### src/rtl/block_sync_ctrl.sv
// 64b/66b receive block-lock controller: hunts for sync-header alignment via gearbox slips,
// reports block lock, and gates decoder valid. Optional high-BER monitor: BLOCK_SYNC_HI_BER_EN.
module block_sync_ctrl #(
    parameter int SH_CNT_MAX   = 64,
    parameter int SH_INVLD_MAX = 16,
    parameter int SLIP_WAIT    = 32,
    parameter int BER_WIN      = 31250,
    parameter int BER_THRESH   = 16
) (
    input  logic        clk_i,
    input  logic        rst_i,
    input  logic [1:0]  rx_head_i,
    input  logic        rx_head_vld_i,
    output logic        rx_slip_o,
    output logic        block_lock_o,
    output logic        decode_vld_o,
    output logic [1:0]  lock_state_o,
    output logic [15:0] slip_cnt_o,
    output logic        hi_ber_o
);

    localparam int SH_W   = $clog2(SH_CNT_MAX + 1);
    localparam int INV_W  = $clog2(SH_INVLD_MAX + 1);
    localparam int WAIT_W = $clog2(SLIP_WAIT + 1);

    typedef enum logic [1:0] {
        S_HUNT   = 2'd0,
        S_SLIP   = 2'd1,
        S_WAIT   = 2'd2,
        S_LOCKED = 2'd3
    } state_t;

    state_t             r_state;
    state_t             w_nextState;
    logic [SH_W-1:0]    r_shCnt;
    logic [SH_W-1:0]    w_shCntNext;
    logic [SH_W-1:0]    w_shInc;
    logic [INV_W-1:0]   r_invldCnt;
    logic [INV_W-1:0]   w_invldCntNext;
    logic [INV_W-1:0]   w_invInc;
    logic [WAIT_W-1:0]  r_waitCnt;
    logic [WAIT_W-1:0]  w_waitCntNext;
    logic               r_slip;
    logic               r_lock;
    logic [15:0]        r_slipCnt;
    logic               w_headValid;

    assign w_headValid = rx_head_i[1] ^ rx_head_i[0];
    assign w_shInc     = r_shCnt + SH_W'(1);
    assign w_invInc    = r_invldCnt + INV_W'(1);

    always_comb begin
        w_nextState    = r_state;
        w_shCntNext    = r_shCnt;
        w_invldCntNext = r_invldCnt;
        w_waitCntNext  = r_waitCnt;
        unique case (r_state)
            S_HUNT: begin
                if (rx_head_vld_i) begin
                    if (!w_headValid) begin
                        w_nextState = S_SLIP;
                    end else if (w_shInc == SH_W'(SH_CNT_MAX)) begin
                        w_nextState    = S_LOCKED;
                        w_shCntNext    = '0;
                        w_invldCntNext = '0;
                    end else begin
                        w_shCntNext = w_shInc;
                    end
                end
            end
            S_SLIP: begin
                w_nextState   = S_WAIT;
                w_waitCntNext = '0;
            end
            S_WAIT: begin
                if (r_waitCnt == WAIT_W'(SLIP_WAIT - 1)) begin
                    w_nextState    = S_HUNT;
                    w_shCntNext    = '0;
                    w_invldCntNext = '0;
                    w_waitCntNext  = '0;
                end else begin
                    w_waitCntNext = r_waitCnt + WAIT_W'(1);
                end
            end
            S_LOCKED: begin
                // Loss of lock takes priority over a window that completes on the same header
                if (rx_head_vld_i) begin
                    if (!w_headValid && (w_invInc == INV_W'(SH_INVLD_MAX))) begin
                        w_nextState = S_SLIP;
                    end else if (w_shInc == SH_W'(SH_CNT_MAX)) begin
                        w_shCntNext    = '0;
                        w_invldCntNext = '0;
                    end else begin
                        w_shCntNext = w_shInc;
                        if (!w_headValid) begin
                            w_invldCntNext = w_invInc;
                        end
                    end
                end
            end
            default: w_nextState = S_HUNT;
        endcase
    end

    always_ff @(posedge clk_i) begin
        if (rst_i) begin
            r_state    <= S_HUNT;
            r_shCnt    <= '0;
            r_invldCnt <= '0;
            r_waitCnt  <= '0;
            r_slip     <= 1'b0;
            r_lock     <= 1'b0;
            r_slipCnt  <= '0;
        end else begin
            r_state    <= w_nextState;
            r_shCnt    <= w_shCntNext;
            r_invldCnt <= w_invldCntNext;
            r_waitCnt  <= w_waitCntNext;
            r_slip     <= (w_nextState == S_SLIP);
            r_lock     <= (w_nextState == S_LOCKED);
            if ((w_nextState == S_SLIP) && (r_slipCnt != 16'hFFFF)) begin
                r_slipCnt <= r_slipCnt + 16'd1;
            end
        end
    end

    assign rx_slip_o    = r_slip;
    assign block_lock_o = r_lock;
    assign lock_state_o = r_state;
    assign slip_cnt_o   = r_slipCnt;
    assign decode_vld_o = rx_head_vld_i & r_lock;

`ifdef BLOCK_SYNC_HI_BER_EN
    localparam logic [14:0] BER_LAST = 15'(BER_WIN - 1);
    localparam logic [7:0]  BER_TH8  = 8'(BER_THRESH);

    logic [14:0] r_berWinCnt;
    logic [7:0]  r_berInvCnt;
    logic [7:0]  w_berInvNext;
    logic        r_hiBer;
    logic        w_lossOfLock;

    assign w_berInvNext = (!w_headValid && (r_berInvCnt != 8'hFF)) ? r_berInvCnt + 8'd1 : r_berInvCnt;
    assign w_lossOfLock = (w_nextState == S_SLIP);

    // The header closing a window is included in that window's verdict
    always_ff @(posedge clk_i) begin
        if (rst_i) begin
            r_berWinCnt <= '0;
            r_berInvCnt <= '0;
            r_hiBer     <= 1'b0;
        end else if ((r_state == S_LOCKED) && rx_head_vld_i) begin
            if (r_berWinCnt == BER_LAST) begin
                r_hiBer     <= (w_berInvNext >= BER_TH8);
                r_berWinCnt <= '0;
                r_berInvCnt <= '0;
            end else if (w_lossOfLock) begin
                r_berWinCnt <= '0;
                r_berInvCnt <= '0;
            end else begin
                r_berWinCnt <= r_berWinCnt + 15'd1;
                r_berInvCnt <= w_berInvNext;
            end
        end
    end

    assign hi_ber_o = r_hiBer;
`else
    assign hi_ber_o = 1'b0;
`endif

endmodule

### config.mk
export PLATFORM = sky130hd
export DESIGN_NAME = block_sync_ctrl
export DESIGN_NICKNAME = d
export VERILOG_FILES = /design/src/rtl/block_sync_ctrl.sv
export SDC_FILE = /design/constraint.sdc
export NUM_CORES = 1
export LEC_CHECK = 0
export ABC_AREA = 1
export CAP_MARGIN = 20
export CORE_MARGIN = 5
export CORE_UTILIZATION = 56
export DETAILED_ROUTE_END_ITERATION = 8
export HOLD_SLACK_MARGIN = 0.08
export PLACE_DENSITY = 0.8
export SLEW_MARGIN = 40
export SYNTH_ARGS = -nofsm -noshare
export SYNTH_HDL_FRONTEND = slang
export SYNTH_SLANG_ARGS = --single-unit
### constraint.sdc
create_clock -name clk_i -period 2.6 [get_ports clk_i]
set_clock_uncertainty 0.05 [all_clocks]
set_input_delay 0.65 -clock clk_i [delete_from_list [all_inputs] [get_ports clk_i]]
set_output_delay 0.65 -clock clk_i [all_outputs]
set_load 0.01 [all_outputs]
Word-level counts from Yosys, hierarchy flattened
Cells that the tools add are included.

word-level totals
  bits in registers = 38
  input bits = 5
  word-level logic and storage cells = 62
  output and inout port bits = 22

cells by class
  reduce and logical (&&, ||, !) cells = 8
  equality and inequality tests = 16
  bitwise gates (word level) = 2
  add/sub/neg operators = 4
  multiplexer cells = 25

operators with widths
  kind                     count
  $mux W7                  6
  $mux W5                  8
  $pmux W7 S3              1
  $add A16 B1 Y16 const B  1
  $ne A16 B16 Y1 const B   1
  $pmux W5 S3              1
  $mux W2                  6
  $ne A2 B2 Y1 const B     6
  $pmux W6 S2              1
  $pmux W2 S4              1
  $reduce_and A8 Y1        1
  $add A7 B1 Y7 const B    1
  $eq A7 B7 Y1 const B     1
  $add A6 B1 Y6 const B    1
  $eq A2 B2 Y1 const B     3
  $eq A6 B5 Y1 const B     1
  $mux W6                  1
  $reduce_and A6 Y1        1
  $add A5 B1 Y5 const B    1
  $eq A5 B5 Y1 const B     1
  $eq A2 B1 Y1 const B     2
  $ne A3 B3 Y1 const B     1
  $reduce_bool A3 Y1       1
  $logic_and A1 B1 Y1      2
  other kinds (5)          5

Logic depth before layout (Yosys ltp)
Gate-level depths: netlist (run 1).

  depth in word-level cells = 8
  depth in mapped cells = 15
  depth with buffers taken out = 15

Worst setup path after synthesis (run 1)
Ideal clock, no wire load.

  kind = register to register
  start point = reg r_shCnt[0]
  end point = reg r_slipCnt[7] (netlist: slip_cnt_o[7])
  data arrival time = 1686 ps
  cell stages (with the launch flop) = 15
  buffers on the path = 1
  setup time = 136 ps
  path slack = 728 ps
  clock period less this slack = 1872 ps
  data required time = 2414 ps
  cell sequence = dfxtp_1 ha_1 nand2_1 clkinv_1 nand3_1 nand3_1 nor2_2 nand3_2 nand2_1 nand2_1 nand2_4 nand3_4 buf_12 nand2_2 a21oi_2

between the ends
  cells in the longest elaborated chain, start to end = 8

RTL lines
  element                 line  RTL
  start, declared         35    logic [SH_W-1:0] r_shCnt;
  start signal, assigned  116   r_shCnt <= w_shCntNext;
  $add A7 B1 Y7           49    assign w_shInc = r_shCnt + SH_W'(1);
  $eq A7 B7 Y1            62    end else if (w_shInc == SH_W'(SH_CNT_MAX)) begin
  $mux W2                 62
  $mux W2                 60    if (!w_headValid) begin
  $mux W2                 59    if (rx_head_vld_i) begin
  $pmux W2 S4             57    unique case (r_state)
  $eq A2 B1 Y1            121   if ((w_nextState == S_SLIP) && (r_slipCnt != 16'hFFFF)) begin
  $logic_and A1 B1 Y1     121
  end signal, assigned    122   r_slipCnt <= r_slipCnt + 16'd1;
  end, declared           45    logic [15:0] r_slipCnt;

No other way between the ends.
A chain may end at the register's enable or synchronous reset.

Worst setup path in the final report (run 1)
  start point = in rx_head_vld_i
  end point = out decode_vld_o

between the ends
  cells in the longest elaborated chain, start to end = 1

RTL lines
  element          line  RTL
  start, declared  13    input logic rx_head_vld_i,
  $and A1 B1 Y1    131   assign decode_vld_o = rx_head_vld_i & r_lock;
  end, declared    16    output logic decode_vld_o,

No other way between the ends.

==> results.py, run 1 <==
metrics = {
    "yosys": {
        "synth_top_family_by_area": "simple AND/OR/NAND/NOR gates",
        "syn-cell-area_um2": 2310,
        "synth_xor_area_frac": 0.0646,
        "synth_mux_area_frac": 0,
        "yosys.area.top_type": "dfxtp_1",
        "synth-compound-area-share": 0.113,
        "syn_nets": 336,
        "synth_fa_ha_area_frac": 0.0543,
        "async_flop_share": 0,
        "synth_flop_cell": "dfxtp_1",
        "yosysTopAreaCellShare": 0.330,
        "synthCells": 321,
        "seq_area_frac_synth": 0.330,
        "yosys.area_share.simple": 0.358,
        "syn_avg_cell_area_um2": 7.18,
        "ys_ff_latch": 38,
        "synth_area_leaders": "dfxtp_1 (33%), nand2_1 (11%), nand4_1 (6.2%)",
        "yosys_warnings": 0,
        "synth_edf_count": 0,
        "synth.distinct_cells": 32,
    },
    "drt": {
        "top_layer": "met4",
        "drc_errors": 0,
        "drt-initial-drc-count": 113,
        "post_drt_wl_per_cell_um": 13.0,
        "wl_met2_um": 2490,
        "wl_um": 5190,
        "postRouteAntennaNets": 0,
        "viasPerCell": 5.49,
        "num_vias": 2192,
        "dr.pass1.iters": 5,
        "wl_met1_um": 2420,
        "wl_met3_um": 206,
    },
    "global_route": {
        "grt_pass1_vias": 1951,
        "grt_use_total": 0.206,
        "grt_max_degree": 27,
        "grt_pass1_wl_um": 8850,
        "overflow": 0,
        "antenna_found_initial": 0,
    },
    "floorplanning": {
        "die_w_um": 74.2,
        "io_pins": 27,
        "fp.dieArea_um2": 5500,
        "num_rows": 23,
        "initial_utilization": 0.576,
        "core_um2": 4000,
        "die_h_um": 74.2,
    },
    "sta": {
        "finalSetupViolCount": 0,
        "timing.hold.ws_ns": 0.433,
        "rsz0062_at_grt": "no",
        "fin_crit_sh": 0.941,
        "tns_ns": 0,
        "max_freq_mhz": 409,
        "finalHoldViolations": 0,
        "finalMaxSlewViolations": 0,
        "timing.final.ws_setup_ns": 0.152,
        "layout_min_cycle_time_ns": 2.45,
    },
    "clocking": {
        "postCtsHoldBufs": 0,
        "numCtsBuffers": 5,
        "root_buffer": "clkbuf_8",
        "clkSinkCount": 38,
        "post-cts-setup-buffers": 0,
        "tritoncts": "done",
        "clock_path_buffers": 2,
        "htreeDepth": 2,
        "post_cts_resized": 0,
        "clkTransAtPathRegs_ns": 0.07,
        "clock_latency_ns": 0.29,
    },
    "cells_and_area": {
        "final_area_um2": 2680,
        "n_antenna_cell": 0,
        "nets": 365,
        "final_layout_size_suffix_gt1_frac": 0.117,
        "area_growth_pct": 16.4,
        "fillerInstances": 352,
    },
    "worst_setup_path": {
        "r2r_cells": 10,
        "critPathMaxFanout": 2,
        "rr_endpoint": "r_invldCnt[4]$_SDFFE_PP0P_",
        "critical_path_required_ns": 1.90,
        "r2r_slack_ns": 0.36,
        "setup.worst_path.end_class": "output port",
        "cp-start-kind": "input port",
        "crit-reg2reg-launch": "lock_state_o[0]$_SDFF_PP0_",
        "worstPathArrival_ns": 1.75,
        "crit_type": "in2out",
    },
    "min_path": {
        "worstHoldPathCells": 2,
        "hold_path_class": "reg2reg",
        "hold_start": "r_shCnt[4]$_SDFFE_PP0P_",
        "hold_path_end": "r_shCnt[4]$_SDFFE_PP0P_",
    },
    "placed_design": {
        "post-place-ws_ns": 0.113,
        "place.gp.congestion": 0.844,
        "placed_area_um2": 2600,
        "dpl.hpwl_um": 3690,
        "io_buffers": 25,
    },
    "outcome": {
        "status": "complete, no violations",
    },
    "run": {
        "drv_cap": 0,
    },
    "power": {
        "p_total_mw": 1.71,
        "power.leakage_nw": 1.07,
        "p_per_area_nw_per_um2": 637,
        "irDropWorstVdd_mv": 0.484,
    },
}
cell type report:
class / count / area [µm²] / area share
Tap cell: 50 / 62.6 / 0.0233
Inverter: 31 / 119 / 0.0443
Clock buffer: 6 / 82.6 / 0.0308
Timing Repair Buffer: 31 / 295 / 0.110
Sequential cell: 38 / 761 / 0.283
Multi-Input combinational cell: 243 / 1360 / 0.508
report_power, final:
| part | leakage [nW] | internal, mW | switching, mW |
|---|---|---|---|
| Combinational | 0.716 | 0.216 | 0.390 |
| Clock | 0.0431 | 0.205 | 0.196 |
| Sequential | 0.308 | 0.644 | 0.0589 |
worst max-delay path by stage:
stage	start	end	slack, ns	cells after the start
after floorplan	r_shCnt[0]$_SDFFE_PP0P_	slip_cnt_o[7]$_SDFFE_PP0P_	0.73	14
after global placement	rx_head_vld_i	decode_vld_o	0.15	4
after detailed placement	rx_head_i[0]	slip_cnt_o[3]$_SDFFE_PP0P_	0.11	14
after CTS	rx_head_vld_i	decode_vld_o	0.14	4
after global routing	rx_head_vld_i	decode_vld_o	0.1	4
final	rx_head_vld_i	decode_vld_o	0.15	4
state kept, by name, summed over array words and instances, names as in the netlist:
register and flops:
block_lock_o 1, lock_state_o 2, r_invldCnt 5, r_shCnt 7, r_waitCnt 6, rx_slip_o 1, slip_cnt_o 16
worst max-delay path: stages:
cell and delay [ns]:
clkdlybuf4s50_1 0.48, nand2_1 0.05, inv_1 0.05, clkdlybuf4s50_1 0.52
cells in the mapped netlist (2+ instances only):
master / number
dfxtp_1: 38
buf_4: 2
nand3_1: 18
nand2_1: 66
nor4_1: 4
nor2_1: 31
nor2_2: 3
nand2_2: 11
clkbuf_1: 3
o21ai_0: 6
a31oi_1: 3
nand3_2: 2
nand2_4: 2
xor2_1: 10
inv_1: 28
a21oi_2: 9
a211oi_1: 2
nand4_1: 23
clkinv_1: 2
nor3_1: 11
ha_1: 10
a21oi_1: 21
xnor2_1: 7
through the flow:
step,instances,util
2_1_floorplan,321,-
3_3_place_gp,393,0.650
3_5_place_dp,393,0.650
4_1_cts,399,0.671
5_1_grt,399,0.671
6_report,399,0.671
cell usage in the layout, fill, tap and decap left out:
| master | n |
|---|---|
| nand3_2 | 2 |
| o21ai_1 | 1 |
| xnor2_1 | 7 |
| clkinv_1 | 2 |
| ha_1 | 10 |
| clkdlybuf4s50_1 | 25 |
| nor3_1 | 11 |
| conb_1 | 1 |
| nor4_1 | 4 |
| nand3_1 | 18 |
| a31oi_1 | 3 |
| nand4_1 | 23 |
| a21oi_2 | 9 |
| a211oi_1 | 2 |
| nand2_1 | 66 |
| inv_1 | 28 |
| nor2_2 | 3 |
| xor2_1 | 10 |
| nand2_2 | 11 |
| buf_4 | 6 |
| nor2_1 | 31 |
| nand2_4 | 2 |
| nand3_4 | 1 |
| clkbuf_8 | 6 |
| dfxtp_1 | 38 |
| o21ai_0 | 6 |
| o21bai_1 | 1 |
| a21oi_1 | 21 |
| inv_4 | 1 |
cells by family after synthesis:
group	count (synthesis)
other	1
AOI/OAI and AO/OA	43
buffers and inverters	40
adders and majority gates	10
xor gates and xnor gates	17
and+or+nand+nor	172
DFF	38
routing by layer:
layer,GRT usage,up-vias
li1,-,1131
met2,0.331,62
met4,0.0785,0
met5,0,-
met3,0.0446,7
met1,0.271,992
(Power assumes the default switching activity.)
==> run 2: changes to the inputs <==
--- a/config.mk
+++ b/config.mk
@@ -9,6 +9,7 @@
 export CAP_MARGIN = 20
 export CORE_MARGIN = 5
 export CORE_UTILIZATION = 56
+export CTS_CLUSTER_SIZE = 16
 export DETAILED_ROUTE_END_ITERATION = 8
 export HOLD_SLACK_MARGIN = 0.08
 export PLACE_DENSITY = 0.8
==> results of run 2 <==
The final DEF is identical to that of run 1; final timing and power are the same.
==> run 3: changes to the inputs <==
--- a/config.mk
+++ b/config.mk
@@ -9,7 +9,6 @@
 export CAP_MARGIN = 20
 export CORE_MARGIN = 5
 export CORE_UTILIZATION = 56
-export CTS_CLUSTER_SIZE = 16
 export DETAILED_ROUTE_END_ITERATION = 8
 export HOLD_SLACK_MARGIN = 0.08
 export PLACE_DENSITY = 0.8
==> results of run 3 <==
The final DEF is identical to that of run 1; final timing and power are the same.
